<file path="src/rtl/jesd204b_cgs_detector.sv">
// Per-lane JESD204B code group synchronisation detector.
// Scans each accepted word octet by octet (octet 0 first in time) and runs the
// CS_INIT / CS_CHECK / CS_DATA lane sync FSM. It also keeps a saturating count
// of sync losses (CS_CHECK -> CS_INIT transitions) for debug.
module jesd204b_cgs_detector #(
  parameter int unsigned PARALLEL_OCTETS = 4,
  parameter int unsigned K_REQUIRED      = 4,
  parameter int unsigned INVALID_LIMIT   = 3,
  parameter int unsigned GOOD_REQUIRED   = 4
) (
  input  logic                         clk_i,
  input  logic                         rst_ni,
  input  logic                         cgs_rst_i,
  input  logic                         valid_i,
  input  logic [8*PARALLEL_OCTETS-1:0] data_i,
  input  logic [PARALLEL_OCTETS-1:0]   charisk_i,
  input  logic [PARALLEL_OCTETS-1:0]   notintable_i,
  input  logic [PARALLEL_OCTETS-1:0]   disperr_i,
  output logic                         cgs_detected_o,
  output logic [1:0]                   state_o,
  output logic [7:0]                   loss_cnt_o
);

  // Counters only need to reach their limit; they are cleared on reaching it.
  localparam int unsigned KW = $clog2(K_REQUIRED + 1);
  localparam int unsigned IW = $clog2(INVALID_LIMIT + 1);
  localparam int unsigned GW = $clog2(GOOD_REQUIRED + 1);

  typedef enum logic [1:0] {
    CsInit  = 2'd0,
    CsCheck = 2'd1,
    CsData  = 2'd2
  } state_e;

  state_e        state_q, state_d;
  logic [KW-1:0] k_cnt_q, k_cnt_d;
  logic [IW-1:0] inv_cnt_q, inv_cnt_d;
  logic [GW-1:0] good_cnt_q, good_cnt_d;
  logic [7:0]    loss_q, loss_d;

  logic [PARALLEL_OCTETS-1:0] octet_inv;
  logic [PARALLEL_OCTETS-1:0] octet_k;

  // Per-octet classification; a /K/ with a code error is not a /K/.
  always_comb begin
    octet_inv = '0;
    octet_k   = '0;
    for (int unsigned i = 0; i < PARALLEL_OCTETS; i++) begin
      octet_inv[i] = notintable_i[i] | disperr_i[i];
      octet_k[i]   = charisk_i[i] && (data_i[8*i +: 8] == 8'hBC) && !octet_inv[i];
    end
  end

  // Next state: walk the word octet by octet so a transition caused by octet i
  // already governs octet i+1 within the same cycle.
  always_comb begin
    state_d    = state_q;
    k_cnt_d    = k_cnt_q;
    inv_cnt_d  = inv_cnt_q;
    good_cnt_d = good_cnt_q;
    loss_d     = loss_q;
    if (cgs_rst_i) begin
      // Resync request wins over any word presented alongside it.
      state_d    = CsInit;
      k_cnt_d    = '0;
      inv_cnt_d  = '0;
      good_cnt_d = '0;
    end else if (valid_i) begin
      for (int unsigned i = 0; i < PARALLEL_OCTETS; i++) begin
        unique case (state_d)
          CsInit: begin
            if (octet_k[i]) begin
              k_cnt_d = k_cnt_d + KW'(1);
              if (k_cnt_d == KW'(K_REQUIRED)) begin
                state_d = CsData;
                k_cnt_d = '0;
              end
            end else begin
              k_cnt_d = '0;
            end
          end
          CsData: begin
            if (octet_inv[i]) begin
              state_d    = CsCheck;
              inv_cnt_d  = IW'(1);
              good_cnt_d = '0;
            end
          end
          CsCheck: begin
            if (octet_inv[i]) begin
              inv_cnt_d  = inv_cnt_d + IW'(1);
              good_cnt_d = '0;
              if (inv_cnt_d == IW'(INVALID_LIMIT)) begin
                state_d    = CsInit;
                k_cnt_d    = '0;
                inv_cnt_d  = '0;
                good_cnt_d = '0;
                if (loss_d != 8'hFF) begin
                  loss_d = loss_d + 8'd1;
                end
              end
            end else begin
              good_cnt_d = good_cnt_d + GW'(1);
              if (good_cnt_d == GW'(GOOD_REQUIRED)) begin
                state_d    = CsData;
                inv_cnt_d  = '0;
                good_cnt_d = '0;
              end
            end
          end
          default: begin
            // Unreachable encoding: recover to a clean search.
            state_d    = CsInit;
            k_cnt_d    = '0;
            inv_cnt_d  = '0;
            good_cnt_d = '0;
          end
        endcase
      end
    end
  end

  // State and counter registers.
  always_ff @(posedge clk_i or negedge rst_ni) begin
    if (!rst_ni) begin
      state_q    <= CsInit;
      k_cnt_q    <= '0;
      inv_cnt_q  <= '0;
      good_cnt_q <= '0;
      loss_q     <= '0;
    end else begin
      state_q    <= state_d;
      k_cnt_q    <= k_cnt_d;
      inv_cnt_q  <= inv_cnt_d;
      good_cnt_q <= good_cnt_d;
      loss_q     <= loss_d;
    end
  end

  // Outputs are decoded from registered state only.
  always_comb begin
    cgs_detected_o = (state_q == CsData) || (state_q == CsCheck);
    state_o        = state_q;
    loss_cnt_o     = loss_q;
  end

endmodule

</file>
<file path="config.mk">
export PLATFORM = sky130hd
export DESIGN_NAME = jesd204b_cgs_detector
export DESIGN_NICKNAME = d
export VERILOG_FILES = /design/src/rtl/jesd204b_cgs_detector.sv
export SDC_FILE = /design/constraint.sdc
export NUM_CORES = 1
export LEC_CHECK = 0
export CORE_ASPECT_RATIO = 0.9
export CORE_MARGIN = 2
export CORE_UTILIZATION = 30
export CTS_CLUSTER_DIAMETER = 50
export DETAILED_ROUTE_END_ITERATION = 8
export SLEW_MARGIN = 20
export SYNTH_ARGS = -nofsm -noshare
export SYNTH_HDL_FRONTEND = slang
export SYNTH_SLANG_ARGS = --single-unit
</file>
<file path="constraint.sdc">
create_clock -name clk_i -period 7.3 [get_ports clk_i]
set_input_delay 1.46 -clock clk_i [delete_from_list [all_inputs] [get_ports clk_i]]
set_output_delay 1.46 -clock clk_i [all_outputs]
set_load 0.01 [all_outputs]
</file>
* After elaboration in Yosys (flattened, before gate mapping)
Index checks and enable logic that the tools add are counted.
** Storage, ports and cells
- Bits of input ports :: 48
- Output and inout port bits :: 11
- Flip-flop bits (word level) :: 18
- Logic and storage cells :: 211
** Cells by class
- Reductions and logical operators :: 19
- Muxes and demuxes :: 138
- Bitwise gates (word level) :: 5
- Add/sub/neg operators :: 16
- Eq/ne operators :: 28
** Operator list (number)
- 2-to-1 mux 8 bit :: 22
- 2-to-1 mux 3 bit :: 44
- 2-to-1 mux 2 bit :: 56
- one-hot mux 3 bit (3 select lines) :: 8
- one-hot mux 2 bit (3 select lines) :: 8
- adder 8 x 1 -> 8 bit (second input constant) :: 4
- == test 8 bit (second input constant) :: 4
- != test 8 bit (second input constant) :: 4
- adder 3 x 1 -> 3 bit (second input constant) :: 8
- == test 3 bit (second input constant) :: 8
- == test 2 bit (second input constant) :: 8
- adder 2 x 1 -> 2 bit (second input constant) :: 4
- == test 2 x 1 -> 1 bit (second input constant) :: 4
- logical AND 1 bit :: 8
- logical NOT 2 bit :: 4
- logical NOT 1 bit :: 4
- bitwise OR 1 bit :: 4
- AND reduction 2 bit :: 1
- nonzero test 2 bit :: 1
- logical OR 1 bit :: 1
- NOT 1 bit :: 1

* Logic depth before layout (Yosys ltp)
- Word-level depth :: 28
- Mapped depth :: 24
- Gate-level depth less buffers :: 22

* Worst setup path before layout
No wires, ideal clock.
- Kind :: input -> register
- Start :: input port disperr_i[0]
- End :: register loss_q[1], in the netlist loss_cnt_o[1]
- Path buffers :: 0
- Library setup time :: 0.132 ns
- Required time :: 7.168 ns
- Slack :: 1.132 ns
- Arrival :: 6.036 ns
- Cell stages on the path :: 20
- Cell sequence :: or2_2 nand3_1 nor2_1 xnor2_1 inv_1 ha_1 o221ai_1 or2_1 o211ai_1 mux2_2 ha_1 inv_1 nor4b_2 o211a_2 a21oi_1 mux2_2 ha_1 a41oi_1 mux2i_1 o21ai_1
** Between the ends
- Cells in the longest elaborated chain, start to end :: 24
- Elaborated cells on any way between the ends :: 116
- Those cells by class :: add/sub (10); eq/ne (15); mux (86); bitwise (1); reduce/logical (4)
** Ends and longest elaborated chain
- start: declaration :: line 18 : input logic [PARALLEL_OCTETS-1:0] disperr_i,
- bitwise OR 1 bit (*) :: line 49 : octet_inv[i] = notintable_i[i] | disperr_i[i];
- 2-to-1 mux 8 bit, or another cell as far along :: line 90 : if (octet_inv[i]) begin
- 2-to-1 mux 8 bit, or another cell as far along :: line 70 : unique case (state_d)
- 2-to-1 mux 8 bit, or another cell as far along :: line 68 : end else if (valid_i) begin
- 2-to-1 mux 8 bit, or another cell as far along :: line 62 : if (cgs_rst_i) begin
- adder 8 x 1 -> 8 bit, or another cell as far along :: line 99 : loss_d = loss_d + 8'd1;
- 2-to-1 mux 8 bit, or another cell as far along :: line 98 : if (loss_d != 8'hFF) begin
- 2-to-1 mux 8 bit, or another cell as far along :: line 93 : if (inv_cnt_d == IW'(INVALID_LIMIT)) begin
- (+8 left out)
- 2-to-1 mux 8 bit or one-hot mux 2 bit (3 select lines) (tied branches) :: line 70
- 2-to-1 mux 8 bit or 2-to-1 mux 2 bit (tied branches) :: line 68
- 2-to-1 mux 8 bit or 2-to-1 mux 2 bit (tied branches) :: line 62
- adder 8 x 1 -> 8 bit, or another cell as far along :: line 99
- 2-to-1 mux 8 bit or == test 2 bit (tied branches) :: line 98, 93
- 2-to-1 mux 8 bit :: line 93
- 2-to-1 mux 8 bit :: line 90
- 2-to-1 mux 8 bit (*) :: line 70
- end signal: assignment :: line 136 : loss_q <= loss_d;
- end: declaration :: line 39 : logic [7:0] loss_q, loss_d;
Mark *: on every way between the ends. The rest lies on a longest branch, timed or not. The select of a mux whose other input is x is not followed.
A chain may end at the register's enable or synchronous reset.

* Worst setup path in the final report
- Start :: input port disperr_i[0]
- End :: register loss_q[4], in the netlist loss_cnt_o[4]
Same word-level chain as after synthesis.

==> summary.md <==
| Metric | Value |
|---|---|
| PwrDens | `approximately 120 nW/um^2` |
| Via density | `5.89` |
| DRC viols | `0` |
| Slew Viols, Final | `0` |
| Syn_area_per_cell | `between 7 and 8 um^2` |
| Depth of the CTS H-tree | `1` |
| Yosys warning count | `0` |
| Number of synthesized flops with an enable pin | `0` |
| Final setup TNS | `0 ns` |
| Netlist cell types | `between 70 and 80` |
| Register area | `450 um^2` |
| Met2 Routed Length | `a little over 5 mm` |
| DRT antenna net count | `0` |
| Inserted Clock Buffers | `3` |
| Commonest cells post-synth | `44 x nor2_1, 39 x nand2_1, 33 x o21ai_0` |
| Met3 Wirelength | `556 um` |
| Syn nets | `roughly 570` |
| Yosys top cell by area | `dfrtp_1` |
| Starting Density | `between 30 and 40%` |
| Routability Congestion | `between 0.8 and 0.9` |
| Nets | `617` |
| Most frequent CP cell | `ha_1` |
| Final Skew | `around 0.0047 ns` |
| Worst-Skew Late Latency | `around 0.25 ns` |
| Post-DP HPWL | `9.43 mm` |
| Design Area, Final | `4410 um^2` |
| Share of layout cells above drive strength 1 | `between 7 and 8%` |
| Post-Place Cells | `688` |
| Switching part of the total power | `41.5%` |
| Area contributors post-synth | `dfrtp_1 13%, ha_1 11%, nor2_1 4.6%` |
| CTS root buf | `clkbuf_16` |
| Die width | `around 120 um` |
| # rows | `37` |
| FF-to-FF Start | `loss_cnt_o[0]` |
| Post-Syn Instances | `approximately 500` |
| Pre-antenna DRT Iters | `5` |
| Reg2reg end | `loss_cnt_o[4]` |
| Clock sinks | `18` |
| Initial antenna violation count | `0` |
| Antenna Cells | `0` |
| Top cell type's share of synthesized area | `12.5%` |
| Worst slew margin | `roughly a third` |
| Crit. End Element | `register` |
| Final hold vios | `0` |
| Net Sw Power | `between 0.0002 and 0.00025 W` |
| IO Count | `59` |
| Max-cap viol count | `0` |
| Outcome | `complete, no violations` |
| Worst setup SP type | `primary input` |
| Initial DRC count | `333` |
| Fmax achieved | `approximately 0.15 GHz` |
| Hold EP | `k_cnt_q[2]` |
| Fillers | `1,219` |
| Vias in the first global route | `3,787` |
| Mapped Area | `approximately 3600 um^2` |
| Reg2Reg Depth | `23` |
| Main synth FF type | `dfrtp_1` |
| Hold Crit Class | `register to register` |
| Req. time, crit path | `around 7.4 ns` |
| Clock transition at the registers of the reported paths | `around 0.060 ns` |
| Postcts setup bufs | `0` |
| Met1 WL | `about 5.7 mm` |
| Global-route wire length before repair | `between 15 and 20 mm` |
| Detailed Route WL | `11.5 mm` |
| Setup Crit Path Kind | `primary input to register` |
| Reg2Reg Setup Slack | `1.08 ns` |
| Hold depth | `2` |
| GR Overflow Total | `0` |
| CP max-delay cell | `clkdlybuf4s50_1` |
| Util after Layout | `between 30% and 40%` |
| Post-synth ARST share | `100%` |
| Multi-input combinational cell area | `just under 3000 um^2` |
| Core box area | `about 12,000 um^2` |
| Die area | `about 13,000 um^2` |
| Yosys reg bits | `18` |
| Worst Tran Pin Value | `just under 1 ns` |
| TritonCTS clock tree | `yes` |
| Hold wc startpoint | `k_cnt_q[2]` |
| Per-cell routed wire length | `roughly 17 um` |
| Maximum VDD drop | `between 70 and 80 uV` |
| Crit-path cells | `clkdlybuf4s50_1, or2_2, nand3_1, nor2_1, xnor2_1, inv_1, ha_1, o221ai_1, or2_1, o211ai_1, buf_4, xnor2_1, ha_1, inv_1, nor4b_2, o211a_2, a21oi_1, buf_4, xor2_1, ha_1, nand3_1, nand4b_1, o221a_1` |
| Sequential share of the synthesized area | `12.5%` |
| Combinational share of power | `between 50 and 60%` |
| Hold_buf cts | `0` |
| Number of non-filler instances in the completed layout | `692` |
| P_int | `about 0.00032 W` |
| Port Buffers | `58` |
| Cts repair resizes | `0` |
| Highest metal used | `met4` |
| Area grow syn2layout | `22.5%` |
| Deepest clock path buffer count | `2` |
| Delay of the slowest critical-path stage | `~0.5 ns` |
| RSZ-0062 raised after global routing | `no` |
| Crit share post-route | `approximately 93%` |
| Most common cell in the netlist | `nor2_1` |
| Tmin final | `6.81 ns` |
| Die height | `between 100 and 150 um` |
| Highest net fanout along the worst path | `7` |
| Setup violators final | `0` |
| DP Area | `~4300 um^2` |
| Sequential power share | `24.8%` |
| Leak | `between 1.5 and 2 nW` |
| Via Count | `about 4.1k` |
| Worst endpoint data arrival time | `6.95 ns` |
| GRT Resource Usage Total | `between 10% and 20%` |
| Largest net degree at the start of global routing | `23` |
| Clk network pwr share | `22.4%` |
==> cell usage in the layout, fill, tap and decap left out, types with 4 or more instances in the layout <==
cell type / count
nor3_1: 13
a211oi_1: 10
o21ai_0: 33
xor2_1: 5
a31oi_1: 6
nor2_1: 44
and3_1: 7
a21o_1: 6
o22ai_1: 5
buf_4: 6
nand4_1: 9
a32oi_1: 4
and2_1: 6
a21oi_1: 28
nor4_1: 10
nand3_1: 14
or2_2: 6
dfrtp_1: 18
a22oi_1: 12
xnor2_1: 8
ha_1: 32
nand2_1: 39
o211ai_1: 7
mux2_2: 7
o31ai_1: 9
inv_1: 29
nor3b_1: 4
nand4b_1: 4
or3_1: 6
nand2b_1: 5
clkdlybuf4s50_1: 58
mux2i_1: 6
==> layout make-up <==
| cell class | instances | area share (%) |
|---|---|---|
| clock buffers | 4 | 2.01 |
| inverters | 29 | 2.47 |
| multi-input cells | 421 | 66.7 |
| flip-flops and latches | 18 | 10.2 |
| well taps | 156 | 4.42 |
| repair buffers | 64 | 14.2 |
==> power by group through the flow <==
| stage | combinational, W | sequential [W] | clock (W) |
|---|---|---|---|
| CTS | 0.000288 | 0.000135 | 0.000123 |
| finish | 0.000290 | 0.000136 | 0.000123 |
| floorplan | 0.000203 | 0.000124 | 0 |
| global placement | 0.000280 | 0.000136 | 0 |
| detailed placement | 0.000286 | 0.000137 | 0 |
| global route | 0.000319 | 0.000139 | 0.000128 |
==> logic make-up after synthesis <==
family,after synthesis,synth area share (%)
flops,18,12.5
simple gates,194,29.9
buf+inv,50,5.80
fa+ha+maj,32,11.1
compound gates,169,33.7
mux,13,3.86
xor+xnor,13,3.16
==> metal layers <==
metal  track usage (%)  up-vias
met4              3.61        0
met1              24.9     1941
met3              1.48       14
li1                  -     1972
met5                 0        -
met2              28.8      150
==> registers in the layout, indices dropped and copies added, names as in the netlist <==
register    flops
loss_cnt_o      8
inv_cnt_q       2
state_o         2
good_cnt_q      3
k_cnt_q         3
==> critical path: cells and delay by family <==
family | cells | cell delay [ns]
XOR/XNOR | 3 | 0.57
AO/OA/AOI/OAI | 5 | 1.01
buffers and inverters | 5 | 1.07
adder cells (fa/ha/maj) | 3 | 0.86
AND/OR/NAND/NOR | 7 | 1.96
==> metrics by stage <==
stage	total power (W)	setup WS, ns	hold slack, ns
finish	0.000548	0.493	0.609
global route	0.000586	0.0192	0.626
CTS	0.000546	0.579	0.605
detailed placement	0.000423	0.379	0.598
global placement	0.000417	0.590	0.599
floorplan	0.000327	1.13	0.554
==> worst max path at each step <==
stage	start	to	cells past startpoint
floorplan	disperr_i[0]	loss_cnt_o[1]	20
global placement	disperr_i[0]	loss_cnt_o[4]	23
detailed placement	disperr_i[0]	loss_cnt_o[4]	23
CTS	disperr_i[0]	loss_cnt_o[4]	23
global route	disperr_i[0]	loss_cnt_o[4]	23
finish	disperr_i[0]	loss_cnt_o[4]	23
Power figures use the tool's default switching activity.
